--- config.mk ---
export PLATFORM = sky130hd
export DESIGN_NAME = shift_sched
export DESIGN_NICKNAME = d
export VERILOG_FILES = /design/src/rtl/shift_sched.sv
export SDC_FILE = /design/constraint.sdc
export NUM_CORES = 1
export LEC_CHECK = 0
export ABC_AREA = 1
export CAP_MARGIN = 10
export CORE_UTILIZATION = 62
export CTS_CLUSTER_DIAMETER = 200
export CTS_CLUSTER_SIZE = 12
export DETAILED_ROUTE_END_ITERATION = 8
export MAX_ROUTING_LAYER = met4
export PLACE_DENSITY = 0.83
export SKIP_LAST_GASP = 1
export SLEW_MARGIN = 5
export SYNTH_ARGS = -nofsm -noshare
export SYNTH_HDL_FRONTEND = slang
export SYNTH_SLANG_ARGS = --single-unit
export TNS_END_PERCENT = 1
--- constraint.sdc ---
create_clock -name clock -period 4.7 [get_ports clock]
set_clock_uncertainty 0.15 [all_clocks]
set_input_delay 0.94 -clock clock [delete_from_list [all_inputs] [get_ports clock]]
set_output_delay 0.94 -clock clock [all_outputs]
set_load 0.05 [all_outputs]
--- src/rtl/shift_sched.sv ---
// shift_sched: sequencing controller for the LED shift register.
// Generates the shift strobe at a switch-selected rate, supports run, pause
// and single-step modes, tracks the lit position and shift direction
// (wrap-left or bounce), and requests the initial one-hot load.
//
// Ports:
//   clock        system clock, rising edge
//   i_reset      asynchronous active-high reset
//   i_enable     1 = run continuously, 0 = pause
//   i_rate       prescaler limit select (R0..R3)
//   i_step       level input, each rising edge steps once while paused
//   i_bounce     1 = ping-pong direction, 0 = wrap left only
//   o_valid      one-cycle shift strobe
//   o_dir        0 = shift left (position increments), 1 = shift right
//   o_load       load request to the shift register
//   o_load_data  load value, one-hot LSB
//   o_pos        current lit position
//   o_state      FSM state encoding
//
// state  | meaning
// INIT   | one cycle after reset, load request still asserted
// RUN    | prescaler counting, strobe on each terminal count
// PAUSE  | prescaler held, waiting for enable or a step edge
// STEP   | single strobe issued, prescaler cleared
module shift_sched #(
    parameter int DATA_WIDTH = 32,
    parameter int R0         = 3,
    parameter int R1         = 10,
    parameter int R2         = 100,
    parameter int R3         = 5000,
    parameter int NB_LED     = 4,
    localparam int POS_W     = (NB_LED > 1) ? $clog2(NB_LED) : 1
) (
    input  logic              clock,
    input  logic              i_reset,
    input  logic              i_enable,
    input  logic [1:0]        i_rate,
    input  logic              i_step,
    input  logic              i_bounce,
    output logic              o_valid,
    output logic              o_dir,
    output logic              o_load,
    output logic [NB_LED-1:0] o_load_data,
    output logic [POS_W-1:0]  o_pos,
    output logic [1:0]        o_state
);

    typedef enum logic [1:0] {
        ST_INIT  = 2'd0,
        ST_RUN   = 2'd1,
        ST_PAUSE = 2'd2,
        ST_STEP  = 2'd3
    } state_t;

    localparam logic [POS_W-1:0]  POS_MAX  = POS_W'(NB_LED - 1);
    localparam logic [NB_LED-1:0] LOAD_VAL = NB_LED'(1);

    state_t                state_q, state_d;
    logic [DATA_WIDTH-1:0] cnt_q, cnt_d;
    logic                  valid_q, valid_d;
    logic                  dir_q, dir_d;
    logic [POS_W-1:0]      pos_q, pos_d;
    logic                  load_q, load_d;
    logic                  step_prev_q, step_prev_d;

    logic [DATA_WIDTH-1:0] limit;
    logic [DATA_WIDTH-1:0] limit_m1;
    logic                  tick;
    logic                  step_edge;
    logic [POS_W-1:0]      pos_next;

    always_comb begin
        case (i_rate)
            2'd0:    limit = DATA_WIDTH'(R0);
            2'd1:    limit = DATA_WIDTH'(R1);
            2'd2:    limit = DATA_WIDTH'(R2);
            default: limit = DATA_WIDTH'(R3);
        endcase
    end

    assign limit_m1  = limit - DATA_WIDTH'(1);
    // >= rather than == so a drop to a smaller limit mid-count ticks at once
    // instead of wrapping the whole counter.
    assign tick      = (cnt_q >= limit_m1);
    assign step_edge = i_step & ~step_prev_q;

    always_comb begin
        state_d     = state_q;
        cnt_d       = cnt_q;
        valid_d     = 1'b0;
        load_d      = 1'b0;
        step_prev_d = i_step;
        case (state_q)
            ST_INIT: begin
                state_d = i_enable ? ST_RUN : ST_PAUSE;
            end
            ST_RUN: begin
                // The count still advances on the edge that leaves RUN, so a
                // tick coinciding with enable falling keeps its strobe.
                if (tick) begin
                    cnt_d   = '0;
                    valid_d = 1'b1;
                end else begin
                    cnt_d = cnt_q + DATA_WIDTH'(1);
                end
                if (!i_enable) begin
                    state_d = ST_PAUSE;
                end
            end
            ST_PAUSE: begin
                if (i_enable) begin
                    state_d = ST_RUN;
                end else if (step_edge) begin
                    state_d = ST_STEP;
                    valid_d = 1'b1;
                end
            end
            ST_STEP: begin
                cnt_d   = '0;
                state_d = i_enable ? ST_RUN : ST_PAUSE;
            end
            default: begin
                state_d = ST_INIT;
            end
        endcase
    end

    // Position moves on the edge that ends the strobe, keeping o_pos in
    // step with what the shift register holds after that strobe.
    always_comb begin
        pos_d = pos_q;
        dir_d = i_bounce ? dir_q : 1'b0;
        if (!i_bounce || !dir_q) begin
            pos_next = (pos_q == POS_MAX) ? '0 : pos_q + POS_W'(1);
        end else begin
            pos_next = (pos_q == '0) ? POS_MAX : pos_q - POS_W'(1);
        end
        if (valid_q) begin
            pos_d = pos_next;
            if (i_bounce) begin
                if (pos_next == POS_MAX) begin
                    dir_d = 1'b1;
                end else if (pos_next == '0) begin
                    dir_d = 1'b0;
                end
            end
        end
    end

    always_ff @(posedge clock or posedge i_reset) begin
        if (i_reset) begin
            state_q     <= ST_INIT;
            cnt_q       <= '0;
            valid_q     <= 1'b0;
            dir_q       <= 1'b0;
            pos_q       <= '0;
            load_q      <= 1'b1;
            step_prev_q <= 1'b0;
        end else begin
            state_q     <= state_d;
            cnt_q       <= cnt_d;
            valid_q     <= valid_d;
            dir_q       <= dir_d;
            pos_q       <= pos_d;
            load_q      <= load_d;
            step_prev_q <= step_prev_d;
        end
    end

    assign o_valid     = valid_q;
    assign o_dir       = dir_q;
    assign o_load      = load_q;
    assign o_load_data = LOAD_VAL;
    assign o_pos       = pos_q;
    assign o_state     = state_q;

endmodule

-- After elaboration in Yosys (flattened, before gate mapping)
Index checks and enable logic that the tools add are counted.
- multiplexer cells: 20
- $add $sub $neg: 4
- reductions and logical operators: 10
- bitwise logic cells: 2
- equal/unequal tests: 9
- magnitude comparators: 1
- operator list (kind ; number):
    32-bit case mux with 2 select lines ; 1
    13-bit case mux with 3 select lines ; 1
    32-bit by 1-bit adder with 32-bit output, second input constant ; 1
    32-bit >= comparator ; 1
    32-bit 2-to-1 mux ; 1
    32-bit by 1-bit subtractor with 32-bit output, second input constant ; 1
    2-bit 2-to-1 mux ; 7
    2-bit == test, second input constant ; 5
    2-bit logical NOT ; 4
    1-bit 2-to-1 mux ; 8
    2-bit case mux with 3 select lines ; 1
    2-bit by 1-bit == test with 1-bit output, second input constant ; 2
    3-bit != test, second input constant ; 1
    2-bit by 1-bit adder with 2-bit output, second input constant ; 1
    1-bit logical NOT ; 2
    2-bit != test, second input constant ; 1
    1-bit case mux with 2 select lines ; 1
    2-bit AND reduction ; 1
    2-bit nonzero test ; 1
    2-bit OR reduction ; 1
    2-bit by 1-bit subtractor with 2-bit output, second input constant ; 1
    1-bit AND ; 1
    1-bit logical OR ; 1
    1-bit inverter ; 1
- bits in registers: 40
- input port bits: 7
- output and inout bits: 11
- logic and storage cells: 53

-- Longest topological paths before layout
Gate-level depths: netlist (run 1).
- depth in word-level cells: 8
- depth in mapped cells: 14

-- Worst setup path before layout (run 1)
No wires, ideal clock.
- path kind: input port to flip-flop
- start point: input i_rate[0]
- end point: register cnt_q[8]
- stages on the path: 10
- setup slack: 2307 ps
- setup time: 74 ps
- buffers on the path: 1
- arrival: 2169 ps
- cell sequence: or2_2 > ha_1 > nand4_1 > nor2_1 > nand2_1 > nand2_1 > nor2_4 > nand3_4 > buf_6 > o21ai_2
- longest elaborated chain between the ends: 6
- elaborated cells between the ends (all ways): 8
- classes of those cells: 1 x add/sub; 1 x order compare; 2 x eq/ne; 3 x mux; 1 x reduce/logical
- RTL lines (element ; line ; text):
    from (decl) ; 37 ; input logic [1:0] i_rate,
    2-bit == test, or another cell as far along ; 73 ; case (i_rate)
    13-bit case mux with 3 select lines (*) ; 73 ;
    32-bit by 1-bit subtractor with 32-bit output (*) ; 81 ; assign limit_m1 = limit - DATA_WIDTH'(1);
    32-bit >= comparator (*) ; 84 ; assign tick = (cnt_q >= limit_m1);
    32-bit 2-to-1 mux (*) ; 100 ; if (tick) begin
    32-bit case mux with 2 select lines (*) ; 93 ; case (state_q)
    to (signal assigned) ; 161 ; cnt_q <= cnt_d;
    to (decl) ; 59 ; logic [DATA_WIDTH-1:0] cnt_q, cnt_d;
Every way passes the cells marked *; elsewhere a longest branch is shown, timed or not.
A chain may end at the register's enable or synchronous reset.

-- Worst setup path after layout (run 1)
- start point: input i_rate[1]
- end point: register cnt_q[13]
Same word-level chain as after synthesis.

==> results of run 1 <==
## how the worst max path moves through the flow
stage                     cells past startpoint  slack, ns        end
after global placement                       12       1.63   cnt_q[0]
after global routing                         12       1.71  cnt_q[13]
after detailed placement                     12       1.56  cnt_q[13]
after CTS                                    12       1.88  cnt_q[13]
final                                        10       1.89  cnt_q[13]
after floorplan                              10       2.31   cnt_q[8]
## cell families after synthesis
| family | Yosys count | share of synthesized area |
|---|---|---|
| buffers and inverters | 53 | 0.0962 |
| AOI/OAI and AO/OA | 30 | 0.0832 |
| DFF | 40 | 0.435 |
| adders and majority gates | 18 | 0.0978 |
| and+or+nand+nor | 125 | 0.239 |
| other | 2 | 0.00326 |
| xor gates and xnor gates | 12 | 0.0457 |
## state kept, by name, summed over array words and instances, names as in the netlist
signal	flops
o_state	2
cnt_q	32
o_pos	2
o_dir	1
o_load	1
step_prev_q	1
o_valid	1
## synth_stat cells (all sizes together), types with 2 or more instances
cell type / number / share of area
nor3: 4 / 0.013
nor2: 45 / 0.080
dfrtp: 39 / 0.42
buf: 5 / 0.018
nand2: 62 / 0.10
xnor2: 5 / 0.019
ha: 18 / 0.098
clkbuf: 2 / 0.0033
inv: 45 / 0.073
xor2: 7 / 0.027
a21oi: 8 / 0.017
nand3: 10 / 0.034
o21ai: 20 / 0.060
nand4: 3 / 0.0082
conb: 2 / 0.0033
## worst max-delay path: cells and delay by family
kind                     cells  cell delay [ns]
AO/OA/AOI/OAI                2             0.38
adder cells (fa/ha/maj)      1             0.34
buffers and inverters        1             0.51
AND/OR/NAND/NOR              6             0.70
## final cells by class
type / count / share of cell area
multi-input cells: 192 / 0.424
flip-flops and latches: 40 / 0.387
inverters: 46 / 0.0667
repair buffers: 14 / 0.0532
clock buffers: 6 / 0.0319
well taps: 46 / 0.0222
clock inverters: 2 / 0.0150
## report_power, final
group          internal (mW)  switching [mW]  leakage (nW)
logic                  0.117           0.273         0.694
registers              0.373          0.0342         0.542
clock network          0.174           0.122        0.0614
## metal layers
layer	vias to the layer above	track usage
li1	892	-
met1	793	0.304
met2	41	0.359
met3	7	0.0602
met4	0	0.108
met5	-	-
## stage by stage
step                hold WS [ns]  utilization  cell area (um^2)
global placement           0.320        0.717              2470
CTS                        0.348        0.752              2590
global route               0.361        0.752              2590
detailed placement         0.330        0.717              2470
finish                     0.345        0.752              2590
floorplan                  0.310            -              2320
==> results.txt, run 1 <==
DIE WIDTH = 62.9 um
Critical path fanouts, max = 14
Leak pwr = 1.30 nW
Worst setup margin = 1.89 ns
Hold Path Stages = 2
WS Path Type = primary input to register
Met3 routed WL = 214 um
Layout cells sized above 1 = 0.103
Hold Crit Start = cnt_q[29]
Via count = 1733
Ys Warns = 0
Vias in the first global route = 1662
EDFF count, synth = 0
Fin cells = 346
Highest metal used = met4
CTS Buf Count = 5
R2R depth = 5
Setup TNS Final = 0 ns
Endpoints failing setup = 0
Reg2reg end = cnt_q[11]
CP Data Arrival Time = 2.87 ns
Area of the multi-input gates = 1100 um^2
Crit. End Element = register
Filler Cell Count = 271
Ys async rst share = 1.00
CP startpoint = i_rate[1]
Netlist cell types = 28
DR DRC count = 0
Status = completed
Worst EP required = 4.77 ns
Initial DRC Count = 75
R2R Setup Slk = 2.45 ns
Pwr per Cell Area = 422 nW/um^2
Max Root-Sink Buffers = 2
Clock Pin Slew Worst Setup and Hold Paths = 0.08 ns
Core box area = 3440 um^2
Most used flip-flop cell after synthesis = dfrtp_1
WL/cell = 11.6 um
Total gr overflow = 0
Period utilisation layout = 0.598
Drt via density = 5.01
Critical Path Start Type = primary input
DP Worst Slack = 1.56 ns
Antenna cells = 0
Origin of the critical flop-to-flop path = o_state[1]
Initial antenna violation count = 0
Slew Viols, Final = 0
Final WL = 4.00 mm
Most frequent cells in the layout = nand2_1, inv_1, nor2_1
Routability congestion estimate = 0.819
Most frequent CP cell = nand2_1
Placed instance count = 338
CTS H-tree depth = 2
Hold path endpoint = cnt_q[29]
Total GRT Usage = 0.239
Crit-path slowest cell = clkdlybuf4s50_1
Clk_lat worst skew = 0.30 ns
Final min period = 2.81 ns
FP Rows = 21
Fmax = 0.356 GHz
Max incr delay on CP = 0.51 ns
Worst Tran Pin Value = 0.595 ns
CTS tree = built
Syn Std Cell Area = 2300 um^2
MaxCap Viol Count = 0
Post-synthesis sequential area ratio = 0.435
First-pass GRT wire length = 6.99 mm
# Post-CTS Setup Buffers = 0
HPWL after DPL = 2.89 mm
Mapped Avg Cell Area = 8.22 um^2
Rel. slew slack = 0.603
Initial Util = 0.669
WL met1 = 1.89 mm
Largest net degree at the start of global routing = 41
Most common cell after layout, fill and taps aside = nand2_1
Number of synthesized register bits = 40
Full die area = 3960 um^2
Num Clock Sinks = 40
HP Class = register to register
Layout area overhead = 12.4%
Cells after Synth = 280
Layout Nets = 324
VDD IR-drop max = 0.344 mV
Met2 WL = 1.82 mm
Crit path cell chain = clkdlybuf4s50_1 -> nand2_1 -> ha_1 -> a21oi_1 -> nand2_1 -> nand2_1 -> nand2_1 -> nor2_4 -> nand3_4 -> o21ai_0
RSZ-0062 raised after global routing = false
Drt pass-1 iters = 4
Final Total Pwr = 1.09 mW
Post-route antenna net violation count = 0
Reg area = 1000 um^2
Io pins = 18
Port Buffers = 13
Fin. Hold Viols = 0
Root buf cell = clkbuf_8
# resized after CTS = 0
Die Y = 62.9 um
# hold bufs at CTS = 0
Power figures use the tool's default switching activity.
==> inputs of run 2 (changes only) <==
--- a/config.mk
+++ b/config.mk
@@ -7,12 +7,12 @@
 export LEC_CHECK = 0
 export ABC_AREA = 1
 export CAP_MARGIN = 10
-export CORE_UTILIZATION = 62
+export CORE_UTILIZATION = 52
 export CTS_CLUSTER_DIAMETER = 200
 export CTS_CLUSTER_SIZE = 12
 export DETAILED_ROUTE_END_ITERATION = 8
 export MAX_ROUTING_LAYER = met4
-export PLACE_DENSITY = 0.83
+export PLACE_DENSITY = 0.74
 export SKIP_LAST_GASP = 1
 export SLEW_MARGIN = 5
 export SYNTH_ARGS = -nofsm -noshare
==> constraint.sdc (replaced) <==
create_clock -name clock -period 2.5 [get_ports clock]
set_clock_uncertainty 0.15 [all_clocks]
set_input_delay 0.5 -clock clock [delete_from_list [all_inputs] [get_ports clock]]
set_output_delay 0.5 -clock clock [all_outputs]
set_load 0.05 [all_outputs]
==> run 2 against run 1 <==
Compared with the run above:
- global-route usage down 3.0 points
- clock power up 54%
- final area up 0.15%
- via count unchanged
- sequential power up 88%
- worst hold slack better by 0.0011 ns
- routed wire length down 1.5%
- register-to-register slack worse by 1.9 ns
- total power up 79%
- cell count up 2.0%
- first-iteration DRC count up 2.7%
- critical endpoint is now cnt_q[0]
- largest cell class unchanged
- largest power group unchanged
- highest routed layer unchanged
==> results.txt, run 2 (same netlist as run 1, synthesis figures left out) <==
Vias in the first global route = 1572
DR DRC count = 0
Num Clock Sinks = 40
Via count = 1733
Area of the multi-input gates = 1100 um^2
CTS Buf Count = 5
MaxCap Viol Count = 0
Max reg flops = 32
Design area = 2590 um^2
Leak pwr = 1.29 nW
# hold bufs at CTS = 0
VDD IR-drop max = 0.501 mV
Period utilisation layout = 0.958
# resized after CTS = 0
Layout cells sized above 1 = 0.112
Port Buffers = 13
RSZ-0062 raised after global routing = true
Setup TNS Final = 0 ns
Fmax = 0.417 GHz
Critical Path Start Type = primary input
Status = completed
Max Root-Sink Buffers = 2
Hold Path Stages = 2
CP Data Arrival Time = 2.46 ns
WL/cell = 11.2 um
Placed instance count = 345
CTS H-tree depth = 2
Crit. End Element = register
Post-route antenna net violation count = 0
Total GRT Usage = 0.209
Fin. Hold Viols = 0
Drt via density = 4.91
Endpoints failing setup = 0
Io pins = 18
Reg2reg end = cnt_q[0]
DIE WIDTH = 68.5 um
Worst Tran Pin Value = 0.497 ns
Clk_lat worst skew = 0.29 ns
Post-Place Cell Area = 2490 um^2
Full die area = 4700 um^2
Total gr overflow = 0
Biggest register = cnt_q
Final WL = 3.94 mm
Root buf cell = clkbuf_8
HP Class = register to register
Rel. slew slack = 0.667
Origin of the critical flop-to-flop path = cnt_q[7]
First-pass GRT wire length = 6.78 mm
WS Path Type = primary input to register
CTS tree = built
Core box area = 4120 um^2
Drt pass-1 iters = 4
Clock Pin Slew Worst Setup and Hold Paths = 0.08 ns
Reg area = 1000 um^2
FP Rows = 23
Initial antenna violation count = 0
Most frequent cells in the layout = nand2_1, inv_1, nor2_1
Initial DRC Count = 77
Initial Util = 0.559
Antenna cells = 0
Most common cell after layout, fill and taps aside = nand2_1
R2R depth = 10
Hold path endpoint = cnt_q[16]
R2R Setup Slk = 0.55 ns
Critical path fanouts, max = 14
Filler Cell Count = 361
HPWL after DPL = 2.93 mm
Largest net degree at the start of global routing = 41
Routability congestion estimate = 0.799
Final min period = 2.40 ns
Slew Viols, Final = 0
Final Total Pwr = 1.96 mW
Worst EP required = 2.57 ns
Pwr per Cell Area = 755 nW/um^2
Layout Nets = 327
Die Y = 68.5 um
Layout area overhead = 12.6%
Hold Crit Start = cnt_q[16]
Fin cells = 353
[run 2: cell count changes in the layout (fill, tap and decap cells not counted)]
cell        delta
clkinvlp_4     +2
buf_4          +3
bufinv_16      -1
clkinv_4       -1
[run 2: layout make-up]
class                   count  area share
inverters                  46      0.0666
clock buffers               6      0.0319
clock inverters             2     0.00579
multi-input cells         192       0.423
repair buffers             17      0.0618
well taps                  50      0.0241
flip-flops and latches     40       0.387
[run 2: per-stage QoR]
step	setup WS (ns)	hold WS, ns	utilization
floorplan	0.547	0.310	-
global placement	-0.138	0.321	0.606
detailed placement	-0.171	0.332	0.606
CTS	0.125	0.347	0.630
global route	-0.0672	0.362	0.630
finish	0.104	0.346	0.630
[run 2: how the worst max path moves through the flow]
stage | from | end | slack (ns) | cells past startpoint
finish | i_rate[1] | cnt_q[0] | 0.10 | 12
detailed placement | i_rate[1] | cnt_q[13] | -0.17 | 12
floorplan | i_rate[0] | cnt_q[8] | 0.55 | 10
global route | i_rate[1] | cnt_q[0] | -0.07 | 12
CTS | i_rate[1] | cnt_q[0] | 0.12 | 12
global placement | i_rate[1] | cnt_q[13] | -0.14 | 12
[run 2: what timing repair did]
action,4_1_cts,5_1_grt
endpoints found under the setup margin,0,15
endpoints found under the hold margin,0,0
buffers inserted,0,0
[run 2: worst max-delay path, cell delays in order]
cell and delay, ns:
clkdlybuf4s50_1 0.51, nand2_1 0.18, ha_1 0.35, nand2_1 0.09
inv_1 0.04, nand2_1 0.08, nor2_1 0.05, nand2_1 0.05
nand2_1 0.08, nor2_4 0.12, nand3_4 0.21, o21ai_0 0.22
[run 2: routing by layer]
layer | routed length [um] | up-vias | global-route usage
met5 | 0 | - | -
met4 | 84 | 0 | 0.120
met3 | 129 | 8 | 0.0378
met2 | 1760 | 27 | 0.289
met1 | 1970 | 802 | 0.286
li1 | - | 896 | -
[run 2: report_power, final]
| group | internal [mW] | switching [mW] |
|---|---|---|
| sequential | 0.701 | 0.0630 |
| clock | 0.223 | 0.230 |
| combinational | 0.234 | 0.506 |
